File: config.mk
export PLATFORM = sky130hd
export DESIGN_NAME = aes_stream_ctrl
export DESIGN_NICKNAME = d
export VERILOG_FILES = /design/src/rtl/aes_stream_ctrl.sv
export SDC_FILE = /design/constraint.sdc
export NUM_CORES = 1
export LEC_CHECK = 0
export BUFFER_PORTS_ARGS = -buffer_cell sky130_fd_sc_hd__buf_2
export CORE_MARGIN = 5
export CORE_UTILIZATION = 25
export DETAILED_ROUTE_END_ITERATION = 10
export GPL_ROUTABILITY_DRIVEN = 0
export PLACE_DENSITY = 0.52
export REMOVE_ABC_BUFFERS = 1
export SLEW_MARGIN = 10
export SYNTH_ARGS = -nofsm -noshare
export SYNTH_HDL_FRONTEND = slang
export SYNTH_SLANG_ARGS = --single-unit
File: constraint.sdc
create_clock -name i_Clk -period 3.8 [get_ports i_Clk]
set_clock_uncertainty 0.05 [all_clocks]
set_input_delay 0.19 -clock i_Clk [delete_from_list [all_inputs] [get_ports i_Clk]]
set_output_delay 0.19 -clock i_Clk [all_outputs]
set_load 0.01 [all_outputs]
File: src/rtl/aes_stream_ctrl.sv
// rtl/aes_stream_ctrl.sv - byte-stream frame assembler and sequencer for the iterative AES-128 core
module aes_stream_ctrl #(
  parameter int WDOG_MAX = 63
) (
  input  logic         i_Clk,
  input  logic         i_Rst,
  input  logic [7:0]   i_RxData,
  input  logic         i_RxValid,
  output logic         o_RxReady,
  output logic [7:0]   o_TxData,
  output logic         o_TxValid,
  input  logic         i_TxReady,
  output logic         o_AesRst_n,
  output logic         o_AesStart,
  output logic         o_AesEnc,
  output logic [127:0] o_AesText,
  output logic [127:0] o_AesKey,
  input  logic [127:0] i_AesData,
  input  logic         i_AesDone,
  output logic         o_Busy,
  output logic         o_Err
);

  localparam int WDW = $clog2(WDOG_MAX + 1);

  typedef enum logic [2:0] {
    ST_CMD, ST_KEY, ST_TEXT, ST_CORE_RST, ST_START, ST_WAIT, ST_SEND
  } state_t;

  state_t         state_q, state_d;
  logic [3:0]     cnt_q;
  logic [WDW-1:0] wdog_q;
  logic           key_valid_q;
  logic           has_key_q;
  logic           aes_enc_q;
  logic [127:0]   text_q, key_q, result_q;
  logic           err_q, start_q, core_rst_n_q;

  logic rx_fire, tx_fire, cmd_bad, cnt_last, wdog_tc;

  assign rx_fire  = i_RxValid & o_RxReady;
  assign tx_fire  = o_TxValid & i_TxReady;
  // Reserved bits set, or a key-less command with no key ever loaded into the core
  assign cmd_bad  = (|i_RxData[7:2]) | (~i_RxData[1] & ~key_valid_q);
  assign cnt_last = (cnt_q == 4'd15);
  assign wdog_tc  = (wdog_q == WDW'(WDOG_MAX));

  always_ff @(posedge i_Clk or negedge i_Rst) begin
    if (!i_Rst) state_q <= ST_CMD;
    else        state_q <= state_d;
  end

  always_comb begin
    state_d = state_q;
    case (state_q)
      ST_CMD:      if (rx_fire && !cmd_bad) state_d = i_RxData[1] ? ST_KEY : ST_TEXT;
      ST_KEY:      if (rx_fire && cnt_last) state_d = ST_TEXT;
      ST_TEXT:     if (rx_fire && cnt_last) state_d = has_key_q ? ST_CORE_RST : ST_START;
      ST_CORE_RST: state_d = ST_START;
      ST_START:    state_d = ST_WAIT;
      ST_WAIT: begin
        if (i_AesDone)    state_d = ST_SEND;
        else if (wdog_tc) state_d = ST_CMD;
      end
      ST_SEND:     if (tx_fire && cnt_last) state_d = ST_CMD;
      default:     state_d = ST_CMD;
    endcase
  end

  always_comb begin
    o_RxReady = 1'b0;
    o_TxValid = 1'b0;
    o_Busy    = 1'b1;
    case (state_q)
      ST_CMD:  begin o_RxReady = 1'b1; o_Busy = 1'b0; end
      ST_KEY:  o_RxReady = 1'b1;
      ST_TEXT: o_RxReady = 1'b1;
      ST_SEND: o_TxValid = 1'b1;
      default: ;
    endcase
  end

  // Core control lines are registered from the next state so they come straight off flops
  always_ff @(posedge i_Clk or negedge i_Rst) begin
    if (!i_Rst) begin
      err_q        <= 1'b0;
      start_q      <= 1'b0;
      core_rst_n_q <= 1'b1;
    end else begin
      err_q        <= (state_q == ST_CMD && rx_fire && cmd_bad) ||
                      (state_q == ST_WAIT && !i_AesDone && wdog_tc);
      start_q      <= (state_d == ST_START);
      core_rst_n_q <= (state_d != ST_CORE_RST);
    end
  end

  always_ff @(posedge i_Clk or negedge i_Rst) begin
    if (!i_Rst) begin
      cnt_q       <= '0;
      wdog_q      <= '0;
      key_valid_q <= 1'b0;
      has_key_q   <= 1'b0;
      aes_enc_q   <= 1'b0;
      text_q      <= '0;
      key_q       <= '0;
      result_q    <= '0;
    end else begin
      case (state_q)
        ST_CMD: if (rx_fire && !cmd_bad) begin
          aes_enc_q <= i_RxData[0];
          has_key_q <= i_RxData[1];
          cnt_q     <= '0;
        end
        ST_KEY: if (rx_fire) begin
          key_q <= {key_q[119:0], i_RxData};
          cnt_q <= cnt_q + 4'd1;
          if (cnt_last) key_valid_q <= 1'b1;
        end
        ST_TEXT: if (rx_fire) begin
          text_q <= {text_q[119:0], i_RxData};
          cnt_q  <= cnt_q + 4'd1;
        end
        ST_START: wdog_q <= '0;
        ST_WAIT: begin
          wdog_q <= wdog_q + WDW'(1);
          if (i_AesDone)    result_q    <= i_AesData;
          else if (wdog_tc) key_valid_q <= 1'b0;
        end
        ST_SEND: if (tx_fire) begin
          result_q <= {result_q[119:0], 8'h00};
          cnt_q    <= cnt_q + 4'd1;
        end
        default: ;
      endcase
    end
  end

  assign o_TxData   = result_q[127:120];
  assign o_AesRst_n = i_Rst & core_rst_n_q;
  assign o_AesStart = start_q;
  assign o_AesEnc   = aes_enc_q;
  assign o_AesText  = text_q;
  assign o_AesKey   = key_q;
  assign o_Err      = err_q;

endmodule

== Word level (Yosys, flattened, before mapping) ==
Cells that the tools add are included.

* Register bits: 403
* Bits in latches: 0
* Memory bits (writable): 0
* ROM bits: 0
* Bits of input ports: 141
* Memories: 0

* Add/sub/neg operators: 2
* Multiply operators: 0
* Div/mod/pow operators: 0
* Order comparisons: 0
* Eq/ne operators: 18
* Shift-type cells: 0
* Multiplexer cells: 25
* Bitwise logic cells: 7
* Reduce and logical (&&, ||, !) cells: 24

{| class="wikitable"
|+ Operators with widths
! operator !! number
|-
| $mux W128 || 2
|-
| $pmux W128 S2 || 1
|-
| $mux W3 || 7
|-
| $pmux W3 S7 || 1
|-
| $ne A2 B2 Y1 const B || 7
|-
| $eq A3 B3 Y1 const B || 4
|-
| $mux W4 || 3
|-
| $pmux W4 S3 || 1
|-
| $pmux W6 S2 || 1
|-
| $logic_and A1 B1 Y1 || 7
|-
| $mux W1 || 7
|-
| $add A6 B1 Y6 const B || 1
|-
| $eq A3 B2 Y1 const B || 2
|-
| $eq A6 B6 Y1 const B || 1
|-
| $reduce_and A2 Y1 || 3
|-
| $reduce_bool A2 Y1 || 3
|-
| $reduce_or A6 Y1 || 1
|-
| $reduce_and A5 Y1 || 1
|-
| $add A4 B1 Y4 const B || 1
|-
| $and A1 B1 Y1 || 4
|-
| $eq A4 B4 Y1 const B || 1
|-
| $reduce_and A4 Y1 || 1
|-
| $eq A3 B1 Y1 const B || 1
|-
| $logic_not A3 Y1 || 1
|-
| other kinds (12) || 14
|}

== Logic depth before layout (Yosys ltp) ==
Gate-level depths: netlist (run 1).

* Depth after elaboration: 8
* Gate-level depth with buffers: 9
* Mapped depth without buffers: 5

== Worst setup path before layout (run 1) ==
No wires, ideal clock.

* Path type: register to register
* Start point: register state_q[2]
* End point: register key_q[100], in the netlist o_AesKey[100]
* Setup time: 0.125 ns
* Data arrival time: 1.557 ns
* Required time: 3.625 ns
* Setup slack: 2.068 ns
* Cell stages (with the launch flop): 7
* Period minus slack after synthesis: 1.732 ns
* Cell sequence: dfrtp_1 > buf_2 > nor4bb_1 > buf_2 > buf_4 > buf_6 > mux2_2

* Longest elaborated chain between the ends: 5
* Elaborated cells on any way between the ends: 7
* Those cells by class: eq/ne (2); mux (1); bitwise (1); reduce/logical (3)

{| class="wikitable"
|+ RTL lines
! element !! RTL line !! text
|-
| start, declared || 30 || <nowiki>state_t state_q, state_d;</nowiki>
|-
| start signal, assigned || 50 || <nowiki>else state_q <= state_d;</nowiki>
|-
| $eq A3 B2 Y1 (tied with other cells) || 74 || <nowiki>case (state_q)</nowiki>
|-
| $reduce_or A3 Y1 (no source line) || - ||
|-
| $mux W1 || 74 ||
|-
| $and A1 B1 Y1 || 41 || <nowiki>assign rx_fire = i_RxValid & o_RxReady;</nowiki>
|-
| $reduce_and A2 Y1 (no source line) (*) || - ||
|-
| end signal, assigned || 115 || <nowiki>key_q <= {key_q[119:0], i_RxData};</nowiki>
|-
| end, declared || 36 || <nowiki>logic [127:0] text_q, key_q, result_q;</nowiki>
|}

Every way passes the cells marked *; elsewhere a longest branch is shown, timed or not.
A chain may end at the register's enable or synchronous reset.

== Final worst setup path (run 1) ==
* Start point: register state_q[1]
* End point: register text_q[36], in the netlist o_AesText[36]

* Longest elaborated chain between the ends: 5
* Elaborated cells on any way between the ends: 7
* Those cells by class: eq/ne (2); mux (1); bitwise (1); reduce/logical (3)

{| class="wikitable"
|+ RTL lines
! element !! RTL line !! text
|-
| $eq A3 B2 Y1 (tied with other cells) || 74, 108 ||
|-
| $reduce_or A3 Y1 (no source line) || - ||
|-
| $mux W1 || 74 ||
|-
| $and A1 B1 Y1 || 41 ||
|-
| $reduce_and A2 Y1 (no source line) (*) || - ||
|-
| end signal, assigned || 120 || <nowiki>text_q <= {text_q[119:0], i_RxData};</nowiki>
|-
| end, declared || 36 ||
|}

Marks and branches as above.

==> metrics.yaml, run 1 <==
dp_hpwl_um: 30700
timing.hold.worst.class: "primary input to async pin"
critical_path.max_stage_delay_ns: 0.76
criticalPathCategory: "register to register"
cts_tree: "done"
grt_pass1_vias: 11900
ant_nets: 0
synth_enable_flop_cells: 0
antenna_found_initial: 6
largest_net_degree_at_the_start_of_global_routing: 113
core_um2: 65600
static-leakage-power_nw: 12.1
path_max_fanout: 91
grt_pass1_wl_um: 68700
post_layout_instance_count_excluding_filler_cells: 2659
worst-path-buf-inv: 1
place.detailed.instances: 2427
cts_root_buf: "clkbuf_16"
overflow: 0
endpoint_kind: "register"
period_share_pct: 68.6
cts.reportedPaths.clkPinSlew_ns: 0.06
chipWidth_um: 267
top_delay_family_on_crit_path: "simple AND/OR/NAND/NOR gates"
cap_viol_max_count: 0
mostFrequentLayoutCell: "buf_2"
unrepaired_setup_endpoints_after_global_routing: "false"
synth_async_sr_flop_share_pct: 100
detail_route.iter0.violations: 545
totalWireLength_um: 44200
area_delta_synth_final_pct: 35.6
final_core_utilization_pct: 34.2
synth_cell_type_count: 45
die_y_um: 267
post_synth_inst_count: 1221
slew_viol_final: 0
die_area_um2: 71400
nets: 1895
worst_case_setup_margin_in_the_final_layout_ns: 1.19
clock_tree.htree_level_count: 2
min_period_ns: 2.61
cts_max_path_buffers: 3
slew-limit-headroom_pct: 40.9
setup_viol_count_final: 0
seq_area_frac_synth_pct: 61.0
post_cts_resize_count: 0
insertion_delay_ns: 0.57
most_frequent_cells_in_the_layout: "buf_2, dfrtp_1, mux2_2, dlygate4sd3_1, nand2_1"
timing.reg2reg.worst_path_depth: 3
crit_path_cell_trace: "and4bb_4 -> buf_12 -> mux2_2"
fill_cells: 6604
vias: 11200
postLayoutCellArea_um2: 22400
post-route-drc-count: 0
post_cts.repair.setup_buffers: 0
synth_area_per_cell_um2: 13.5
totalNegativeSetupSlack_ns: 0
globalRouteTotalUtil_pct: 11.9
timing_hold_violations_final: 0
hold_bufs_inserted_after_cts: 140
synth-warning-count: 0
vias_per_cell: 4.22
regToRegSetupSlack_ns: 1.19
drive_above_1_share_pct: 44.4
numPortBuffers: 411
critical_path.startpoint_type: "register"
worstMarginPinSlew_ns: 0.887
drt-wirelength-per-cell_um: 16.6
place_ws_ns: 1.22
path_depth: 3
ir_worst_vdd_v: 0.000280
syn-cell-area_um2: 16500
postSynth.topFlopCell: "dfrtp_1"
rows: 94
fmaxAchievable_ghz: 0.383
cts_inserted_buffers: 47
floorplan.initialDensity_pct: 25.2
dpl_cell_area_um2: 19400
ys_ff_latch: 403
cp.required_ns: 4.20
run_status: "finished clean"
arrival_time_of_data_at_the_critical_path_endpoint_ns: 3.01
critical-path-slowest-cell: "and4bb_4"
cts.sink_count: 403
drtPass1Iterations: 4
ios: 412
power.density_cell_area_nw_per_um2: 620
area by class of cell:
cell class	count	area [um2]	area share (%)
clock buffer	68	1450	6.45
inverter	5	18.8	0.0837
antenna	6	15.0	0.0670
multi-input combinational	727	5890	26.3
timing repair buffer	568	3680	16.4
clock inverter	18	199	0.887
tap	864	1080	4.82
sequential	403	10100	45.0
layer usage:
metal	wire length, um	GRT usage (%)	up-vias
li1	-	-	5357
met1	17900	14.5	5530
met2	22100	20.4	228
met3	2080	2.66	105
met4	2070	5.32	2
met5	13	0	-
cells by family (layout without fill, tap and decap cells):
| logic type | Yosys count | after routing | share of synthesized area, % |
|---|---|---|---|
| buffers and inverters | 91 | 659 | 3.63 |
| muxes | 381 | 381 | 25.0 |
| other | 0 | 6 | 0 |
| DFF | 403 | 403 | 61.0 |
| xor gates and xnor gates | 1 | 1 | 0.0530 |
| adders and majority gates | 2 | 2 | 0.151 |
| and+or+nand+nor | 185 | 185 | 4.89 |
| AOI/OAI and AO/OA | 158 | 158 | 5.26 |
power breakdown:
group	switching (mW)	leakage, nW	total (mW)	internal [mW]
registers	0.675	5.37	5.97	5.29
logic	1.77	5.93	3.24	1.47
clock network	1.85	0.811	4.70	2.85
total	4.29	12.1	13.9	9.61
registers in the layout (all words and copies together), names as in the netlist, 3 cells and up:
signal and count:
wdog_q 6, cnt_q 4, o_AesKey 128, o_AesText 128, result_q 128, state_q 3
worst paths after layout:
| check | startpoint | end |
|---|---|---|
| max in group asynchronous | i_Rst | o_AesText[48] |
| min in group i_Clk | i_AesData[0] | result_q[0] |
| setup reg to reg | state_q[1] | o_AesText[36] |
| hold / removal | i_Rst | o_AesKey[111] |
| hold reg to reg | result_q[122] | result_q[122] |
| setup / recovery | state_q[1] | o_AesText[36] |
synth_stat cells (2+ instances only):
cell type	count	area (um2)
nand2_2	10	62.6
buf_4	24	180
nor2b_1	2	12.5
buf_2	29	145
o21ai_0	98	490
and3b_1	2	17.5
o21ai_2	11	96.3
nand3_1	9	45.0
o211ai_1	3	22.5
nand3b_1	2	15.0
dfrtp_1	402	10100
nand2_1	138	518
mux2_2	258	2910
a31oi_1	2	12.5
ha_1	2	25.0
buf_6	16	180
mux2i_1	123	1230
nor3_1	2	10.0
nor2_1	6	22.5
a211o_1	2	17.5
inv_1	5	18.8
clkbuf_1	15	56.3
nand2b_1	3	18.8
a21oi_1	5	25.0
o21ai_1	31	155
or3_1	2	12.5
through the flow:
| step | power (mW) | hold slack, ns |
|---|---|---|
| after global placement | 9.10 | 0.286 |
| after floorplan | 8.30 | -0.156 |
| after detailed placement | 9.22 | 0.306 |
| after CTS | 14.2 | 0.253 |
| after global routing | 14.8 | 0.277 |
| final | 13.9 | 0.242 |
Note: power is estimated with default switching activity, not from simulation.
==> run 2, diff against run 1 <==
- clock period: 3.8 -> 2.5 ns (I/O delays scaled with it)
==> metrics.yaml, run 2 (same netlist as run 1, synthesis figures left out) <==
run_status: "finished clean"
grt_pass1_wl_um: 69000
worst_case_setup_margin_in_the_final_layout_ns: 0.324
clock_tree.htree_level_count: 2
min_period_ns: 2.18
most_frequent_cells_in_the_layout: "buf_2, dfrtp_1, mux2_2, dlygate4sd3_1, nand2_1"
grt_pass1_vias: 12100
path_max_fanout: 15
worstMarginPinSlew_ns: 0.831
fill_cells: 6590
mostFrequentLayoutCell: "buf_2"
post_cts.repair.setup_buffers: 0
period_share_pct: 87.0
critical_path.max_stage_delay_ns: 0.48
area_delta_synth_final_pct: 36.3
drtPass1Iterations: 4
drive_above_1_share_pct: 44.3
critical-path-slowest-cell: "dfrtp_2"
crit_path_cell_trace: "inv_1 -> nand3_4 -> buf_4 -> inv_1 -> buf_2"
cts.sink_count: 403
largest_net_degree_at_the_start_of_global_routing: 95
slew-limit-headroom_pct: 44.4
drt-wirelength-per-cell_um: 16.6
crit_top_cell: "inv_1"
floorplan.initialDensity_pct: 25.2
die_area_um2: 71400
final_core_utilization_pct: 34.3
static-leakage-power_nw: 12.2
arrival_time_of_data_at_the_critical_path_endpoint_ns: 2.00
endpoint_kind: "primary output"
chipWidth_um: 267
criticalPathCategory: "register to primary output"
post-route-drc-count: 0
setup_viol_count_final: 0
cts_root_buf: "clkbuf_16"
rows: 94
fmaxAchievable_ghz: 0.460
insertion_delay_ns: 0.57
timing_hold_violations_final: 0
timing.hold.worst.class: "primary input to register"
vias_per_cell: 4.21
globalRouteTotalUtil_pct: 12.0
cts_max_path_buffers: 3
ir_worst_vdd_v: 0.000461
cap_viol_max_count: 0
vias: 11200
place_ws_ns: 0.478
detail_route.iter0.violations: 526
cp.required_ns: 2.33
die_y_um: 267
cts_tree: "done"
power.density_cell_area_nw_per_um2: 936
numPortBuffers: 411
nets: 1907
cts.reportedPaths.clkPinSlew_ns: 0.05
core_um2: 65600
antenna_found_initial: 6
overflow: 0
critical_path.startpoint_type: "register"
cts_inserted_buffers: 47
dp_hpwl_um: 31400
ios: 412
slew_viol_final: 0
unrepaired_setup_endpoints_after_global_routing: "false"
totalWireLength_um: 44200
ant_nets: 0
run 2: layout make-up:
class                   instances  area, um2  area share [%]
repair buffers                580       3880            17.2
diodes                          5       12.5          0.0555
inverters                       5       18.8          0.0833
well taps                     864       1080            4.80
multi-input cells             727       5890            26.1
clock buffers                  64       1350            6.00
clock inverters                15        220           0.977
flip-flops and latches        403      10100            44.8
run 2: layer usage:
metal  up-vias  GRT usage (%)  routed length (um)
li1       5374              -                   -
met1      5482           14.7               17900
met2       247           20.7               22200
met3       110           2.32                2010
met4         2           5.34                2020
met5         -              0                  11
run 2: final timing paths:
check,from,end,slack (ns),depth (start not counted)
max,state_q[0],o_TxValid,0.32,5
min in group asynchronous,i_Rst,o_AesText[9],0.53,3
min reg2reg,result_q[67],result_q[67],0.42,2
min,i_AesData[2],result_q[2],0.32,4
max reg2reg,state_q[1],result_q[9],0.50,5
max in group asynchronous,i_Rst,o_AesText[12],0.36,4
run 2: repair_timing:
| action | 4_1_cts | 5_1_grt |
|---|---|---|
| endpoints found under the setup margin | 0 | 1 |
| resized for setup | 0 | 1 |
| hold buffers | 142 | 0 |
| hold endpoints to repair | 557 | 0 |
run 2: metrics by stage:
step           power [mW]  instances  cell area, um2  hold WS, ns   TNS, ns
5_1_grt              22.5       2662           22500        0.306         0
2_1_floorplan        12.6       1135           16000       -0.221  -2331.46
3_5_place_dp         14.1       2437           19500       0.0206         0
4_1_cts              21.5       2658           22500        0.275         0
6_report             21.1       2663           22500        0.324         0
3_3_place_gp         13.9       2437           19500       0.0199         0
run 2: worst max-delay path, delay by kind of cell (launching register included):
family / cells / cell delay, ns
buffers and inverters: 4 / 0.69
and+or+nand+nor: 1 / 0.26
DFF: 1 / 0.48
run 2: power breakdown:
group          internal (mW)  switching [mW]
clock                   4.27            2.71
combinational           2.33            2.78
sequential              8.05           0.958
total                   14.7            6.45
